===== config.mk =====
export PLATFORM = sky130hd
export DESIGN_NAME = cnn_layer_sequencer_flat
export DESIGN_NICKNAME = d
export VERILOG_FILES = /design/src/rtl/cnn_pkg.sv /design/src/rtl/cnn_layer_sequencer_if.sv /design/src/rtl/cnn_argmax_seq.sv /design/src/rtl/cnn_layer_sequencer.sv /design/src/flat_wrapper.sv
export SDC_FILE = /design/constraint.sdc
export NUM_CORES = 1
export LEC_CHECK = 0
export CORE_MARGIN = 10
export CORE_UTILIZATION = 57
export DETAILED_ROUTE_END_ITERATION = 7
export PLACE_DENSITY_LB_ADDON = 0.1
export SYNTH_ARGS = -nofsm -noshare
export SYNTH_HDL_FRONTEND = slang
export SYNTH_SLANG_ARGS = --single-unit

===== constraint.sdc =====
create_clock -name clk -period 42.5 [get_ports clk]
set_input_delay 6.375 -clock clk [delete_from_list [all_inputs] [get_ports clk]]
set_output_delay 6.375 -clock clk [all_outputs]
set_load 0.1 [all_outputs]

===== src/rtl/cnn_pkg.sv =====
// Shared types and constants for the CNN layer sequencer: FSM state encoding,
// timeout stage codes and default sizing.
package cnn_pkg;

    localparam int          CNN_NUM_CLASSES     = 10;
    localparam int          CNN_PROB_WIDTH      = 32;
    localparam int unsigned CNN_TIMEOUT_DEFAULT = 32'd65535;
    localparam int          CNN_RESULT_WIDTH    = 4;

    typedef enum logic [2:0] {
        ST_IDLE   = 3'd0,
        ST_CONV   = 3'd1,
        ST_RELU   = 3'd2,
        ST_POOL   = 3'd3,
        ST_FC     = 3'd4,
        ST_ARGMAX = 3'd5,
        ST_DONE   = 3'd6,
        ST_ERROR  = 3'd7
    } cnn_state_t;

    typedef enum logic [1:0] {
        STAGE_CONV = 2'd0,
        STAGE_RELU = 2'd1,
        STAGE_POOL = 2'd2,
        STAGE_FC   = 2'd3
    } cnn_stage_t;

    // Maps a layer-wait state to the code reported when that layer times out.
    function automatic cnn_stage_t stage_of(input cnn_state_t st);
        case (st)
            ST_CONV: stage_of = STAGE_CONV;
            ST_RELU: stage_of = STAGE_RELU;
            ST_POOL: stage_of = STAGE_POOL;
            ST_FC:   stage_of = STAGE_FC;
            default: stage_of = STAGE_CONV;
        endcase
    endfunction

endpackage


===== src/rtl/cnn_layer_sequencer_if.sv =====
// Handshake bundle between the layer sequencer (master) and the datapath
// layers / result consumer (slave).
interface cnn_layer_sequencer_if #(
    parameter int NUM_CLASSES = cnn_pkg::CNN_NUM_CLASSES,
    parameter int PROB_WIDTH  = cnn_pkg::CNN_PROB_WIDTH
);
    logic                              start;
    logic                              conv_done;
    logic                              relu_done;
    logic                              pool_done;
    logic                              fc_done;
    logic [NUM_CLASSES*PROB_WIDTH-1:0] prob_bus;
    logic                              conv_enable;
    logic                              relu_enable;
    logic                              pool_enable;
    logic                              fc_enable;
    logic                              busy;
    logic [3:0]                        result;
    logic                              result_valid;
    logic                              timeout_err;
    logic [1:0]                        err_stage;

    modport master (
        input  start, conv_done, relu_done, pool_done, fc_done, prob_bus,
        output conv_enable, relu_enable, pool_enable, fc_enable,
        output busy, result, result_valid, timeout_err, err_stage
    );

    modport slave (
        output start, conv_done, relu_done, pool_done, fc_done, prob_bus,
        input  conv_enable, relu_enable, pool_enable, fc_enable,
        input  busy, result, result_valid, timeout_err, err_stage
    );
endinterface


===== src/rtl/cnn_argmax_seq.sv =====
// Class-score register file and one-class-per-cycle signed argmax. The final
// index is held in idx until the next completed scan; done pulses with it.
module cnn_argmax_seq #(
    parameter int NUM_CLASSES = cnn_pkg::CNN_NUM_CLASSES,
    parameter int PROB_WIDTH  = cnn_pkg::CNN_PROB_WIDTH
) (
    input  logic                              clk,
    input  logic                              rst,
    input  logic                              capture,
    input  logic                              run,
    input  logic [NUM_CLASSES*PROB_WIDTH-1:0] prob_bus,
    output logic [3:0]                        idx,
    output logic                              done,
    output logic                              last
);
    localparam int KW = (NUM_CLASSES > 1) ? $clog2(NUM_CLASSES) : 1;

    logic signed [PROB_WIDTH-1:0] score_r [NUM_CLASSES];
    logic signed [PROB_WIDTH-1:0] best_r;
    logic signed [PROB_WIDTH-1:0] best_next_s;
    logic signed [PROB_WIDTH-1:0] score_k_s;
    logic [3:0]                   best_idx_r;
    logic [3:0]                   idx_next_s;
    logic [3:0]                   idx_r;
    logic [KW-1:0]                k_r;
    logic                         done_r;

    assign last = run && (k_r == KW'(NUM_CLASSES - 1));
    assign idx  = idx_r;
    assign done = done_r;

    // Compare step: class 0 seeds the scan, later classes replace only on strictly greater.
    always_comb begin
        score_k_s   = score_r[k_r];
        best_next_s = best_r;
        idx_next_s  = best_idx_r;
        if ((k_r == {KW{1'b0}}) || (score_k_s > best_r)) begin
            best_next_s = score_k_s;
            idx_next_s  = 4'(k_r);
        end else begin
            best_next_s = best_r;
            idx_next_s  = best_idx_r;
        end
    end

    // Score register file, loaded only in the fc_done cycle.
    always_ff @(posedge clk or posedge rst) begin
        if (rst) begin
            for (int i = 0; i < NUM_CLASSES; i++) begin
                score_r[i] <= {PROB_WIDTH{1'b0}};
            end
        end else if (capture) begin
            for (int i = 0; i < NUM_CLASSES; i++) begin
                score_r[i] <= prob_bus[i*PROB_WIDTH +: PROB_WIDTH];
            end
        end
    end

    // Scan index, running best and the held result.
    always_ff @(posedge clk or posedge rst) begin
        if (rst) begin
            k_r        <= {KW{1'b0}};
            best_r     <= {PROB_WIDTH{1'b0}};
            best_idx_r <= 4'd0;
            idx_r      <= 4'd0;
            done_r     <= 1'b0;
        end else begin
            done_r <= last;
            if (run) begin
                k_r        <= last ? {KW{1'b0}} : k_r + {{(KW-1){1'b0}}, 1'b1};
                best_r     <= best_next_s;
                best_idx_r <= idx_next_s;
            end else begin
                k_r <= {KW{1'b0}};
            end
            if (last) begin
                idx_r <= idx_next_s;
            end
        end
    end

endmodule


===== src/rtl/cnn_layer_sequencer.sv =====
// Layer schedule controller: pulses each layer enable in turn, waits on its done
// with a timeout guard, then runs a sequential argmax over the fc scores.
module cnn_layer_sequencer
    import cnn_pkg::*;
#(
    parameter int          NUM_CLASSES    = CNN_NUM_CLASSES,
    parameter int          PROB_WIDTH     = CNN_PROB_WIDTH,
    parameter int unsigned TIMEOUT_CYCLES = CNN_TIMEOUT_DEFAULT
) (
    input  logic                  clk,
    input  logic                  rst,
    cnn_layer_sequencer_if.master bus
);
    localparam logic [31:0] TMO = 32'(TIMEOUT_CYCLES);

    cnn_state_t  state_r;
    cnn_state_t  state_s;
    cnn_stage_t  err_stage_r;
    logic [31:0] wait_cnt_r;
    logic        in_layer_s;
    logic        tmo_hit_s;
    logic        accept_s;
    logic        timeout_s;
    logic        argmax_last_s;
    logic        argmax_done_s;
    logic [3:0]  argmax_idx_s;
    logic        conv_enable_r;
    logic        relu_enable_r;
    logic        pool_enable_r;
    logic        fc_enable_r;
    logic        busy_r;
    logic        timeout_err_r;

    assign in_layer_s = (state_r == ST_CONV) || (state_r == ST_RELU) ||
                        (state_r == ST_POOL) || (state_r == ST_FC);
    assign tmo_hit_s  = (TMO != 32'd0) && (wait_cnt_r == TMO);

    // Next-state logic; a layer's own done takes priority over its timeout.
    always_comb begin
        state_s   = state_r;
        accept_s  = 1'b0;
        timeout_s = 1'b0;
        case (state_r)
            ST_IDLE: begin
                if (bus.start) begin
                    state_s  = ST_CONV;
                    accept_s = 1'b1;
                end else begin
                    state_s = ST_IDLE;
                end
            end
            ST_CONV: begin
                if (bus.conv_done)  state_s = ST_RELU;
                else if (tmo_hit_s) begin state_s = ST_ERROR; timeout_s = 1'b1; end
                else                state_s = ST_CONV;
            end
            ST_RELU: begin
                if (bus.relu_done)  state_s = ST_POOL;
                else if (tmo_hit_s) begin state_s = ST_ERROR; timeout_s = 1'b1; end
                else                state_s = ST_RELU;
            end
            ST_POOL: begin
                if (bus.pool_done)  state_s = ST_FC;
                else if (tmo_hit_s) begin state_s = ST_ERROR; timeout_s = 1'b1; end
                else                state_s = ST_POOL;
            end
            ST_FC: begin
                if (bus.fc_done)    state_s = ST_ARGMAX;
                else if (tmo_hit_s) begin state_s = ST_ERROR; timeout_s = 1'b1; end
                else                state_s = ST_FC;
            end
            ST_ARGMAX: begin
                if (argmax_last_s) state_s = ST_DONE;
                else               state_s = ST_ARGMAX;
            end
            ST_DONE:  state_s = ST_IDLE;
            ST_ERROR: state_s = ST_IDLE;
            default:  state_s = ST_IDLE;
        endcase
    end

    // State, wait counter and registered enable/busy outputs.
    always_ff @(posedge clk or posedge rst) begin
        if (rst) begin
            state_r       <= ST_IDLE;
            wait_cnt_r    <= 32'd0;
            conv_enable_r <= 1'b0;
            relu_enable_r <= 1'b0;
            pool_enable_r <= 1'b0;
            fc_enable_r   <= 1'b0;
            busy_r        <= 1'b0;
        end else begin
            state_r       <= state_s;
            wait_cnt_r    <= (in_layer_s && (state_s == state_r)) ? wait_cnt_r + 32'd1 : 32'd0;
            conv_enable_r <= (state_s == ST_CONV) && (state_r != ST_CONV);
            relu_enable_r <= (state_s == ST_RELU) && (state_r != ST_RELU);
            pool_enable_r <= (state_s == ST_POOL) && (state_r != ST_POOL);
            fc_enable_r   <= (state_s == ST_FC)   && (state_r != ST_FC);
            busy_r        <= (state_s != ST_IDLE);
        end
    end

    // Sticky timeout flag, cleared only by the next accepted start.
    always_ff @(posedge clk or posedge rst) begin
        if (rst) begin
            timeout_err_r <= 1'b0;
            err_stage_r   <= STAGE_CONV;
        end else if (accept_s) begin
            timeout_err_r <= 1'b0;
            err_stage_r   <= STAGE_CONV;
        end else if (timeout_s) begin
            timeout_err_r <= 1'b1;
            err_stage_r   <= stage_of(state_r);
        end
    end

    cnn_argmax_seq #(
        .NUM_CLASSES (NUM_CLASSES),
        .PROB_WIDTH  (PROB_WIDTH)
    ) u_argmax (
        .clk      (clk),
        .rst      (rst),
        .capture  ((state_r == ST_FC) && bus.fc_done),
        .run      (state_r == ST_ARGMAX),
        .prob_bus (bus.prob_bus),
        .idx      (argmax_idx_s),
        .done     (argmax_done_s),
        .last     (argmax_last_s)
    );

    assign bus.conv_enable  = conv_enable_r;
    assign bus.relu_enable  = relu_enable_r;
    assign bus.pool_enable  = pool_enable_r;
    assign bus.fc_enable    = fc_enable_r;
    assign bus.busy         = busy_r;
    assign bus.result       = argmax_idx_s;
    assign bus.result_valid = argmax_done_s;
    assign bus.timeout_err  = timeout_err_r;
    assign bus.err_stage    = err_stage_r;

endmodule


===== src/flat_wrapper.sv =====
// flat-port wrapper written by rule: the top's interface ports become plain ports
module cnn_layer_sequencer_flat import cnn_pkg::*;
#(
    parameter int          NUM_CLASSES    = CNN_NUM_CLASSES,
    parameter int          PROB_WIDTH     = CNN_PROB_WIDTH,
    parameter int unsigned TIMEOUT_CYCLES = CNN_TIMEOUT_DEFAULT
)
  (clk, rst, bus_start, bus_conv_done, bus_relu_done, bus_pool_done, bus_fc_done, bus_prob_bus, bus_conv_enable, bus_relu_enable, bus_pool_enable, bus_fc_enable, bus_busy, bus_result, bus_result_valid, bus_timeout_err, bus_err_stage);
  cnn_layer_sequencer_if #(.NUM_CLASSES(NUM_CLASSES), .PROB_WIDTH(PROB_WIDTH)) bus_i ();
  input  logic clk;
  input  logic rst;
  input wire logic [$bits(bus_i.start)-1:0] bus_start;
  input wire logic [$bits(bus_i.conv_done)-1:0] bus_conv_done;
  input wire logic [$bits(bus_i.relu_done)-1:0] bus_relu_done;
  input wire logic [$bits(bus_i.pool_done)-1:0] bus_pool_done;
  input wire logic [$bits(bus_i.fc_done)-1:0] bus_fc_done;
  input wire logic [$bits(bus_i.prob_bus)-1:0] bus_prob_bus;
  output wire logic [$bits(bus_i.conv_enable)-1:0] bus_conv_enable;
  output wire logic [$bits(bus_i.relu_enable)-1:0] bus_relu_enable;
  output wire logic [$bits(bus_i.pool_enable)-1:0] bus_pool_enable;
  output wire logic [$bits(bus_i.fc_enable)-1:0] bus_fc_enable;
  output wire logic [$bits(bus_i.busy)-1:0] bus_busy;
  output wire logic [$bits(bus_i.result)-1:0] bus_result;
  output wire logic [$bits(bus_i.result_valid)-1:0] bus_result_valid;
  output wire logic [$bits(bus_i.timeout_err)-1:0] bus_timeout_err;
  output wire logic [$bits(bus_i.err_stage)-1:0] bus_err_stage;
  assign bus_i.start = bus_start;
  assign bus_i.conv_done = bus_conv_done;
  assign bus_i.relu_done = bus_relu_done;
  assign bus_i.pool_done = bus_pool_done;
  assign bus_i.fc_done = bus_fc_done;
  assign bus_i.prob_bus = bus_prob_bus;
  assign bus_conv_enable = bus_i.conv_enable;
  assign bus_relu_enable = bus_i.relu_enable;
  assign bus_pool_enable = bus_i.pool_enable;
  assign bus_fc_enable = bus_i.fc_enable;
  assign bus_busy = bus_i.busy;
  assign bus_result = bus_i.result;
  assign bus_result_valid = bus_i.result_valid;
  assign bus_timeout_err = bus_i.timeout_err;
  assign bus_err_stage = bus_i.err_stage;
  cnn_layer_sequencer #(.NUM_CLASSES(NUM_CLASSES), .PROB_WIDTH(PROB_WIDTH), .TIMEOUT_CYCLES(TIMEOUT_CYCLES)) u_core (.clk(clk), .rst(rst), .bus(bus_i));
endmodule

* Word level (Yosys, flattened, before mapping) *
Index checks and enable logic that the tools add are counted.

cells by class
  reductions and logical operators = 17
  bitwise logic cells = 1
  eq/ne operators = 18
  $lt $le $gt $ge = 2
  $add $sub $neg = 2
  multiplexer cells = 31

operator list
  operator               count
  $bmux 32 s4            1
  $mux 32                3
  $add 32x1->32 const B  1
  $eq 32x16->1 const B   1
  $gt 32x32->1           1
  $mux 3                 7
  $pmux 3 s7             1
  $eq 3x3->1 const B     5
  $eq 3x2->1 const B     4
  $mux 4                 3
  $mux 1                 10
  $mux 2                 4
  $logic_and 1x1->1      7
  $eq 3x1->1 const B     2
  $ne 3x2->1 const B     2
  $pmux 2 s3             1
  $ge 5x5->1 const B     1
  $not 4->5              1
  $add 4x1->4 const B    1
  $eq 4x4->1 const B     1
  $logic_not 4->1        1
  $logic_or 1x1->1       4
  $pmux 1 s4             1
  $eq 3x3->1             1
  7 further kinds        7

storage, ports and cells
  bits in registers = 408
  word-level logic and storage cells = 95

* Depth between registers and ports, before layout *
  depth in word-level cells = 7
  gate-level depth with buffers = 15
  gate-level depth less buffers = 12

* By module *
A second synthesis with hierarchy kept.

second synthesis, totals
  cell total of the unflattened synthesis = 1344
  area total of the unflattened synthesis = 19256.0 sq um

by module, submodules not included
  module               sequential area each (sq um)  area an instance (sq um)  instances  cells an instance
  cnn_argmax_seq       9133.8                        16886.2                   1          1104
  cnn_layer_sequencer  1076.0                        2369.8                    1          240

* Least setup slack after synthesis *
OpenSTA, ideal clock, no wires.

  path type = input to register
  start point = input port bus_start
  end point = register u_core.wait_cnt_r[10]
  arrival time = 7709 ps
  required time = 42429 ps
  setup slack = 34720 ps
  cell stages on the path = 7
  cells stage by stage = nor4b_2 > nor2_1 > o211a_1 > a2111oi_0 > o21ai_1 > buf_2 > nor2_1

on the way
  cells in the longest elaborated chain, start to end = 5

RTL lines
  element               RTL line                   source
  start, declared       flat_wrapper.sv:12         input wire logic [$bits(bus_i.start)-1:0] bus_start;
  $mux 1                cnn_layer_sequencer.sv:45  if (bus.start) begin
  $pmux 3 s7            cnn_layer_sequencer.sv:43  case (state_r)
  $eq 3x3->1            cnn_layer_sequencer.sv:94  wait_cnt_r <= (in_layer_s && (state_s == state_r)) ? wait_cnt_r + 32'd1 : 32'd0;
  $logic_and 1x1->1     cnn_layer_sequencer.sv:94
  $mux 32               cnn_layer_sequencer.sv:94
  end signal, assigned  cnn_layer_sequencer.sv:94
  end, declared         cnn_layer_sequencer.sv:19  logic [31:0] wait_cnt_r;

No other way between the ends.
A chain may end at the register's enable or synchronous reset.

* Final worst setup path *
  start point = input port bus_fc_done
  end point = register u_core.u_argmax.score_r[45] in the netlist's numbering

on the way
  cells in the longest elaborated chain, start to end = 1

RTL lines
  element                        RTL line                    source
  start, declared                flat_wrapper.sv:16          input wire logic [$bits(bus_i.fc_done)-1:0] bus_fc_done;
  $logic_and 1x1->1              cnn_layer_sequencer.sv:123  .capture ((state_r == ST_FC) && bus.fc_done),
  end signal, assigned by index  cnn_argmax_seq.sv:50        score_r[i] <= {PROB_WIDTH{1'b0}};
  end signal, assigned by index  cnn_argmax_seq.sv:54        score_r[i] <= prob_bus[i*PROB_WIDTH +: PROB_WIDTH];
  end, declared                  cnn_argmax_seq.sv:18        logic signed [PROB_WIDTH-1:0] score_r [NUM_CLASSES];

No other way between the ends.

==> results.toml <==
[synth]
synth_flop_cell = "dfrtp_1"
synth_async_sr_flop_share_pct = 100
synth.ff_latch_count = 408
synth_area_mm2 = 0.0190
yosys_warnings = 0
synth_nets = 1738
synth_edf_count = 0
ys_seq_area_share_pct = 53.7
synth_cells = 1375
synth.avg_cell_area_um2 = 13.8
ys_types = 53

[layout]
design_area_mm2 = 0.0242
final_util_pct = 74.0
final_net_count = 2061
drive_gt1_share_pct = 29.7
layout_common_cells = "406 x dfrtp_1, 356 x mux2_2, 339 x clkdlybuf4s50_1"
syn2layout_area_growth_pct = 27.3
final_common_cell = "dfrtp_1"
nFillCells = 2206

[floorplan]
fp-row-count = 66
fp.coreArea_mm2 = 0.0327
die_x_um = 203
chipHeight_um = 203
initial_core_util_pct = 58.1
die_area_mm2 = 0.0411
io_pins = 340

[clock_tree]
cts.path.max_buffers = 3
postCtsSetupBuffers = 0
cts_resized = 0
hold_buffers = 0
worstSkewPairLatency_ns = 0.55
cts-buffers-inserted = 44
cts_tree = "done"
htree_levels = 2
clkSlewWorstSetupHoldPaths_ns = 0.06
root_buffer = "clkbuf_16"
clock_sinks = 408

[routing]
antenna_left = 0
drtIter0Drc = 768
drt_wl_total_um = 48800
wl_per_cell_um = 22.4
post-route-drc-count = 0
via_per_inst = 5.71
vias = 12400
drt_first_pass_iters = 5

[hold_path]
hold_path.class = "register to register"
holdPathStages = 1

[global_route]
grt_pass1_wl_um = 76300
grt-ovfl-total = 0
grt_max_degree = 100
track_usage_pct = 23.6
antenna_found_initial = 10
grt_pass1_vias = 13400

[sta]
slew_headroom_pct = 29.9
holdWs_ns = 0.467
hold_violations = 0
rsz0062_at_grt = "no"
period_share_pct = 21.8
finalClockSkew_ns = 0.0243
tns_ns = 0
worst_slack_ns = 33.24
finalSetupViolCount = 0
fmax_ghz = 0.108
worst_pin_slew_ns = 1.05
period_minus_slack_ns = 9.26
maxSlewViolCount = 0

[placement]
portBuffers = 339
place_area_mm2 = 0.0228
hpwl_um = 35700
gp_congestion = 0.856
dpl_worst_slack_ns = 32.69

[critical_path]
cp_max_fo = 81
reg2regPathDepth = 13
crit_type = "input pin to register"
crit_required_ns = 42.93
cp-start-kind = "input pin"
crit_path_end_kind = "register"
cp.arrival_ns = 9.69

[run_status]
status = "complete, no violations"

[flow_run]
maxCapViolations = 0

[power_and_ir_drop]
leakagePower_uw = 0.0101
power.density_mw_per_mm2 = 62.4
vdd_drop_max_mv = 0.0420
cell type report:
class                   instances  area, um^2  share of cell area, %
flip-flops and latches        408       10200                   42.2
multi-input cells             841        8310                   34.4
repair buffers                356        3520                   14.6
clock buffers                  68        1330                   5.51
well taps                     442         553                   2.29
inverters                      47         184                  0.760
clock inverters                 8        51.3                  0.212
diodes                          6        15.0                 0.0621
power breakdown:
part	total [uW]	leakage, uW	switching, uW	internal, uW
clock network	366	0.000687	151	215
registers	643	0.00510	88.4	554
logic	500	0.00432	216	284
total	1510	0.0101	456	1050
worst max-delay path, stage by stage:
cell	delay (ns)
clkdlybuf4s50_1	0.50
and3_4	0.51
buf_4	0.83
buf_4	0.91
mux2_2	0.43
stage by stage:
stage	power (uW)	instances
2_1_floorplan	996	1375
3_3_place_gp	1120	2094
6_report	1510	2176
5_1_grt	1600	2175
3_5_place_dp	1150	2094
4_1_cts	1520	2170
flip-flops by register name, indices dropped and copies added (netlist names):
name and flops:
u_core.bus.busy 1, u_core.bus.conv_enable 1, u_core.bus.err_stage 2, u_core.bus.fc_enable 1, u_core.bus.pool_enable 1, u_core.bus.relu_enable 1
u_core.bus.timeout_err 1, u_core.state_r 3, u_core.u_argmax.best_idx_r 4, u_core.u_argmax.best_r 32, u_core.u_argmax.done 1, u_core.u_argmax.idx 4
u_core.u_argmax.k_r 4, u_core.u_argmax.score_r 320, u_core.wait_cnt_r 32
kinds of logic after synthesis:
family	Yosys count	synth area share (%)
flops	408	53.7
simple gates	202	5.27
compound gates	121	4.13
buf+inv	126	2.61
xor+xnor	33	1.52
fa+ha+maj	36	2.37
mux	449	30.4
routing by layer:
layer	track usage, %	wire, um
met1	29.1	19700
met2	41.0	25400
met3	4.79	2280
met4	7.51	1370
met5	0	32
synthesized netlist by cell type (2+ instances only):
library cell	instances	area (um^2)
dfrtp_1	408	10200
mux2_2	356	4010
clkbuf_1	64	240
mux4_2	64	1440
nor2_1	60	225
nand2_1	56	210
inv_1	46	173
o21ai_0	40	200
ha_1	36	450
a22oi_1	32	240
mux2_1	29	327
a21oi_1	20	100
nand3_1	20	100
nand4_1	17	106
xnor2_1	17	149
xor2_1	16	140
and3_1	11	68.8
buf_2	9	45.0
nor4_1	9	56.3
nor2b_1	6	37.5
a211oi_1	4	30.0
a31oi_1	4	25.0
nor3_1	4	20.0
nor3b_1	4	30.0
and4_1	3	26.3
buf_1	3	11.3
buf_4	3	22.5
nand2b_1	3	18.8
a211o_1	2	17.5
a21o_1	2	15.0
a32o_1	2	20.0
and2_1	2	12.5
nand3b_1	2	15.0
o211a_1	2	20.0
path summary, 6_finish.rpt:
check / start / endpoint / slack [ns]
worst max-delay path: bus_fc_done / u_core.u_argmax.score_r[45] / 33.24
worst min-delay path: u_core.wait_cnt_r[0] / u_core.wait_cnt_r[0] / 0.47
min in group asynchronous: rst / u_core.u_argmax.score_r[204] / 6.31
worst max register to register: u_core.u_argmax.k_r[0] / u_core.u_argmax.best_r[29] / 36.89
max in group asynchronous: rst / u_core.u_argmax.k_r[1] / 33.61
worst min register to register: u_core.wait_cnt_r[0] / u_core.wait_cnt_r[0] / 0.47
Note: power is estimated with default switching activity, not from simulation.
